<file path="src/rtl/rv32_alu_ctrl_stage.sv">
// RV32I ALU-control decode stage with a 2-entry skid buffer on the output handshake.
// Optional strict legality checking is enabled by defining ALU_CTRL_ILLEGAL_EN.
module rv32_alu_ctrl_stage #(
   parameter int unsigned TAG_W = 32
) (
   input  logic             clk,
   input  logic             rst,
   input  logic             flush,
   input  logic             in_valid,
   output logic             in_ready,
   input  logic [31:0]      in_instr,
   input  logic [TAG_W-1:0] in_tag,
   output logic             out_valid,
   input  logic             out_ready,
   output logic [3:0]       out_alufn,
   output logic             out_src_a_pc,
   output logic             out_src_b_imm,
   output logic             out_shamt_imm,
   output logic             out_illegal,
   output logic [TAG_W-1:0] out_tag
);

   localparam logic [3:0] AluAdd   = 4'b0000;
   localparam logic [3:0] AluSub   = 4'b0001;
   localparam logic [3:0] AluPassB = 4'b0011;
   localparam logic [3:0] AluOr    = 4'b0100;
   localparam logic [3:0] AluAnd   = 4'b0101;
   localparam logic [3:0] AluXor   = 4'b0111;
   localparam logic [3:0] AluSrl   = 4'b1000;
   localparam logic [3:0] AluSll   = 4'b1001;
   localparam logic [3:0] AluSra   = 4'b1010;
   localparam logic [3:0] AluSlt   = 4'b1101;
   localparam logic [3:0] AluSltu  = 4'b1111;

   localparam logic [6:0] OpReg    = 7'b0110011;
   localparam logic [6:0] OpImm    = 7'b0010011;
   localparam logic [6:0] OpLui    = 7'b0110111;
   localparam logic [6:0] OpAuipc  = 7'b0010111;
   localparam logic [6:0] OpLoad   = 7'b0000011;
   localparam logic [6:0] OpStore  = 7'b0100011;
   localparam logic [6:0] OpBranch = 7'b1100011;
   localparam logic [6:0] OpJal    = 7'b1101111;
   localparam logic [6:0] OpJalr   = 7'b1100111;
   localparam logic [6:0] OpFence  = 7'b0001111;
   localparam logic [6:0] OpSystem = 7'b1110011;
   localparam logic [6:0] F7Alt    = 7'b0100000;

   localparam logic [1:0] StEmpty = 2'd0;
   localparam logic [1:0] StOne   = 2'd1;
   localparam logic [1:0] StTwo   = 2'd2;

   localparam int unsigned PW = TAG_W + 8;

   logic [6:0] opcode;
   logic [2:0] funct3;
   logic [6:0] funct7;
   logic       unused_instr;

   assign opcode       = in_instr[6:0];
   assign funct3       = in_instr[14:12];
   assign funct7       = in_instr[31:25];
   assign unused_instr = ^{in_instr[24:15], in_instr[11:7]};

   logic [3:0] dec_alufn;
   logic       dec_a_pc;
   logic       dec_b_imm;
   logic       dec_shamt;
   logic       dec_ill;

`ifdef ALU_CTRL_ILLEGAL_EN
   always_comb begin
      dec_ill = 1'b0;
      case (opcode)
         OpReg: begin
            if (funct7 == F7Alt) begin
               dec_ill = !(funct3 == 3'b000 || funct3 == 3'b101);
            end else begin
               dec_ill = (funct7 != 7'b0000000);
            end
         end
         OpImm: begin
            if (funct3 == 3'b001) begin
               dec_ill = (funct7 != 7'b0000000);
            end else if (funct3 == 3'b101) begin
               dec_ill = (funct7 != 7'b0000000) && (funct7 != F7Alt);
            end
         end
         OpLui, OpAuipc, OpLoad, OpStore, OpBranch, OpJal, OpJalr, OpFence, OpSystem: ;
         default: dec_ill = 1'b1;
      endcase
   end
`else
   assign dec_ill = 1'b0;
`endif

   always_comb begin
      dec_alufn = AluAdd;
      dec_a_pc  = 1'b0;
      dec_b_imm = 1'b0;
      dec_shamt = 1'b0;
      case (opcode)
         OpReg, OpImm: begin
            case (funct3)
               3'b000: dec_alufn = (opcode == OpReg && funct7 == F7Alt) ? AluSub : AluAdd;
               3'b001: dec_alufn = AluSll;
               3'b010: dec_alufn = AluSlt;
               3'b011: dec_alufn = AluSltu;
               3'b100: dec_alufn = AluXor;
               3'b101: dec_alufn = (funct7 == F7Alt) ? AluSra : AluSrl;
               3'b110: dec_alufn = AluOr;
               3'b111: dec_alufn = AluAnd;
            endcase
            if (opcode == OpImm) begin
               dec_b_imm = 1'b1;
               dec_shamt = (funct3[1:0] == 2'b01);
            end
         end
         OpLui: begin
            dec_alufn = AluPassB;
            dec_b_imm = 1'b1;
         end
         OpAuipc: begin
            dec_a_pc  = 1'b1;
            dec_b_imm = 1'b1;
         end
         OpLoad, OpStore: dec_b_imm = 1'b1;
         OpBranch:        dec_alufn = AluSub;
         OpJal, OpJalr:   dec_a_pc  = 1'b1;
         OpFence, OpSystem: dec_alufn = AluAdd;
         default: ;
      endcase
`ifdef ALU_CTRL_ILLEGAL_EN
      if (dec_ill) begin
         dec_alufn = AluAdd;
         dec_a_pc  = 1'b0;
         dec_b_imm = 1'b0;
         dec_shamt = 1'b0;
      end
`endif
   end

   // Payload layout: {tag, illegal, shamt_imm, src_b_imm, src_a_pc, alufn}
   logic [PW-1:0] dec_pl;
   assign dec_pl = {in_tag, dec_ill, dec_shamt, dec_b_imm, dec_a_pc, dec_alufn};

   logic [1:0]    state_q, state_d;
   logic [PW-1:0] main_q, main_d;
   logic [PW-1:0] skid_q, skid_d;
   logic          accept;

   assign in_ready  = (state_q != StTwo);
   assign out_valid = (state_q != StEmpty);
   assign accept    = in_valid && in_ready;

   always_comb begin
      state_d = state_q;
      main_d  = main_q;
      skid_d  = skid_q;
      if (flush) begin
         state_d = StEmpty;
      end else begin
         case (state_q)
            StEmpty: begin
               if (accept) begin
                  main_d  = dec_pl;
                  state_d = StOne;
               end
            end
            StOne: begin
               if (accept && out_ready) begin
                  main_d = dec_pl;
               end else if (accept) begin
                  skid_d  = dec_pl;
                  state_d = StTwo;
               end else if (out_ready) begin
                  state_d = StEmpty;
               end
            end
            StTwo: begin
               if (out_ready) begin
                  main_d  = skid_q;
                  state_d = StOne;
               end
            end
            default: state_d = StEmpty;
         endcase
      end
   end

   always_ff @(posedge clk or posedge rst) begin
      if (rst) begin
         state_q <= StEmpty;
         main_q  <= '0;
         skid_q  <= '0;
      end else begin
         state_q <= state_d;
         main_q  <= main_d;
         skid_q  <= skid_d;
      end
   end

   assign out_alufn     = main_q[3:0];
   assign out_src_a_pc  = main_q[4];
   assign out_src_b_imm = main_q[5];
   assign out_shamt_imm = main_q[6];
   assign out_illegal   = main_q[7];
   assign out_tag       = main_q[PW-1:8];

endmodule

</file>
<file path="config.mk">
export PLATFORM = sky130hd
export DESIGN_NAME = rv32_alu_ctrl_stage
export DESIGN_NICKNAME = d
export VERILOG_FILES = /design/src/rtl/rv32_alu_ctrl_stage.sv
export SDC_FILE = /design/constraint.sdc
export NUM_CORES = 1
export LEC_CHECK = 0
export BUFFER_PORTS_ARGS = -buffer_cell sky130_fd_sc_hd__buf_4
export CORE_ASPECT_RATIO = 1.25
export CORE_MARGIN = 4
export CORE_UTILIZATION = 57
export CTS_BUF_LIST = sky130_fd_sc_hd__clkbuf_4
export DETAILED_ROUTE_END_ITERATION = 8
export GPL_ROUTABILITY_DRIVEN = 0
export GPL_TIMING_DRIVEN = 0
export HOLD_SLACK_MARGIN = 0.03
export PLACE_DENSITY = 0.87
export SLEW_MARGIN = 10
export SYNTH_ARGS = -nofsm -noshare
export SYNTH_HDL_FRONTEND = slang
export SYNTH_SLANG_ARGS = --single-unit
</file>
<file path="constraint.sdc">
create_clock -name clk -period 7.87 [get_ports clk]
set_clock_uncertainty 0.05 [all_clocks]
set_input_delay 1.1805 -clock clk [delete_from_list [all_inputs] [get_ports clk]]
set_output_delay 1.1805 -clock clk [all_outputs]
set_load 0.01 [all_outputs]
</file>
==> impl_metrics.toml <==
[clocking]
hold_buffers = 0
worstSkewPairLatency_ns = 0.41
cts.clk_slew.worst_paths_ns = 0.11
ctsResizeCount = 0
cts_root_buf = "clkbuf_4"
cts_max_level = 3
cts_tree = "yes"
cts_sinks = 80
cts.path.max_buffers = 2
post-cts-setup-buffers = 0
numCtsBuffers = 9

[global_routing]
grt_pass1_vias = 3194
grt_max_degree = 55
grt_pass1_wl_um = 14800
grt_antenna_before_repair = 0
overflow = 0
grt_use_total = 0.240

[pwr]
power_leakage_nw = 2.36
p_total_w = 0.000975
ir_drop_mv = 0.131
p_per_area_nw_per_um2 = 212

[route]
first_iter_violations = 148
route.detailed.drc = 0
vias = 3090
first_pass_iters = 4
wirelength_um = 8700
drtAntennaViolNets = 0
wl_per_cell_um = 15.1
viasPerCell = 5.36

[cells_and_area]
nets = 557
antennaDiodeCount = 0
drive_above_1_share = 0.260
synthToLayoutAreaGrowth_pct = 26.3

[synthesis]
syn_avg_cell_area_um2 = 9.53
synth_seq_area_share = 0.549
yosysMostFrequentCell = "nand2_1"
syn_inst = 383
synth_area_leader_cell = "dfrtp_1"
synth.distinct_cells = 44
syn_area_um2 = 3650
synth_top_flop_cell = "dfrtp_1"
synth.top_cells.by_area = "dfrtp_1 55%, nand2_1 15%, mux2i_1 10%, o21ai_0 5.2%, clkbuf_1 1.2%"
synth_warnings = 0
synth_edf_count = 0
yosysTopAreaCellShare = 0.549
synth_nets = 452
async_reset_ff_frac = 1.00
synth.cells.most_frequent = "142 x nand2_1, 80 x dfrtp_1, 38 x o21ai_0, 37 x mux2i_1, 12 x clkbuf_1"
ys_ff_latch = 80

[worst_setup_path]
arrival_ns = 1.88
cp-endpoint = "in_ready"
r2r_end = "main_q[26]"
crit_path_start = "state_q[0]"
r2r_cells = 6
crit_path_end_kind = "primary output"
r2r_setup_slack_ns = 5.83
critical_path.max_fanout = 10
crit_required_ns = 6.64
reg2reg_from = "state_q[1]"
startpoint_type = "flop"
path_class = "flop to primary output"

[floorplan]
io_pins = 111
dieArea_um2 = 7750
coreArea_um2 = 6210
floorplan.initialDensity = 0.588
die_x_um = 79.6
rows = 32
die_y_um = 97.5

[timing]
setup_tns_ns = 0
tightest_slew_ns = 0.704
finalSetupViolations = 0
final.setup.worst_slack_ns = 4.76
rsz0062_at_grt = "false"
relSlewSlack = 0.518
min_period_ns = 3.11
hold_violations = 0
clock.fmax_mhz = 322
whs_ns = 0.436
fin_crit_sh = 0.395
drv_slew = 0

[placement]
port_buffers = 93
dp_slack_ns = 5.03
dp_hpwl_um = 6470

[min_path]
hold_class = "flop to flop"

[job]
maxCapViolCount = 0

[status]
status = "complete, no violations"
==> cell usage in the layout, fill, tap and decap left out, drive strengths merged, types with 2 or more instances in the layout <==
master / synthesis / routed
nand2: 142 / 142
buf: 11 / 105
dfrtp: 80 / 80
o21ai: 38 / 38
mux2i: 37 / 37
clkbuf: 12 / 22
a21oi: 5 / 5
nor2: 4 / 4
nand2b: 4 / 4
nor3: 4 / 4
clkinv: 0 / 4
inv: 4 / 4
nor2b: 3 / 3
nand3: 3 / 3
a2111oi: 3 / 3
or3b: 3 / 3
nor3b: 2 / 2
nand3b: 2 / 2
a31oi: 2 / 2
o211ai: 2 / 2
mux2: 2 / 2
or2: 2 / 2
==> report_power, final <==
part | leakage (nW) | total, W | switching (W) | internal (W)
clock | 0.0734 | 0.000230 | 0.000133 | 0.0000965
sequential | 1.02 | 0.000531 | 0.0000431 | 0.000487
combinational | 1.27 | 0.000214 | 0.000110 | 0.000104
==> flip-flops by register name, indices dropped and copies added (netlist names) <==
signal   count
main_q      39
skid_q      39
state_q      2
==> area by class of cell <==
cell class	instances	area [µm²]
Fill cell	469	1600
Timing Repair Buffer	94	726
Buffer	23	104
Clock buffer	10	75.1
Clock inverter	5	48.8
Multi-Input combinational cell	276	1530
Tap cell	85	106
Sequential cell	80	2000
Inverter	4	20.0
==> logic make-up (layout without fill, tap and decap cells) <==
group                     Yosys count  count (layout)  synth area share
and+or+nand+nor                   176             176             0.207
DFF                                80              80             0.549
AOI/OAI and AO/OA                  59              59            0.0998
muxes                              39              39             0.108
buffers and inverters              27             136            0.0333
other                               1               1           0.00103
xor gates and xnor gates            1               1           0.00240
==> worst max-delay path, stage by stage (launching register included) <==
cell	delay, ns
dfrtp_1	0.33
clkbuf_1	0.29
nor2b_1	0.08
buf_4	0.20
inv_4	0.17
buf_4	0.25
buf_4	0.15
==> per-stage QoR <==
step	utilization	instance area (µm²)	cells
after detailed placement	0.722	4480	562
after floorplan	-	3650	383
after global placement	0.718	4450	561
after global routing	0.742	4610	577
after CTS	0.742	4610	577
final	0.742	4610	577
==> how the worst min path moves through the flow <==
stage | start | to | slack [ns] | cells past startpoint
after floorplan | skid_q[26] | skid_q[26] | 0.39 | 2
after global placement | skid_q[30] | skid_q[30] | 0.41 | 2
after detailed placement | skid_q[30] | skid_q[30] | 0.41 | 2
after CTS | skid_q[30] | skid_q[30] | 0.44 | 2
after global routing | skid_q[31] | skid_q[31] | 0.45 | 2
final | skid_q[13] | skid_q[13] | 0.44 | 2
==> routing by layer <==
| metal | global-route usage | up-vias | wire, µm |
|---|---|---|---|
| met5 | 0 | - | 0 |
| met4 | 0.0820 | 0 | 155 |
| met2 | 0.419 | 91 | 4640 |
| met3 | 0.0566 | 16 | 555 |
| met1 | 0.285 | 1489 | 3350 |
| li1 | - | 1494 | - |
No activity file was read; power rests on OpenSTA's default activity.
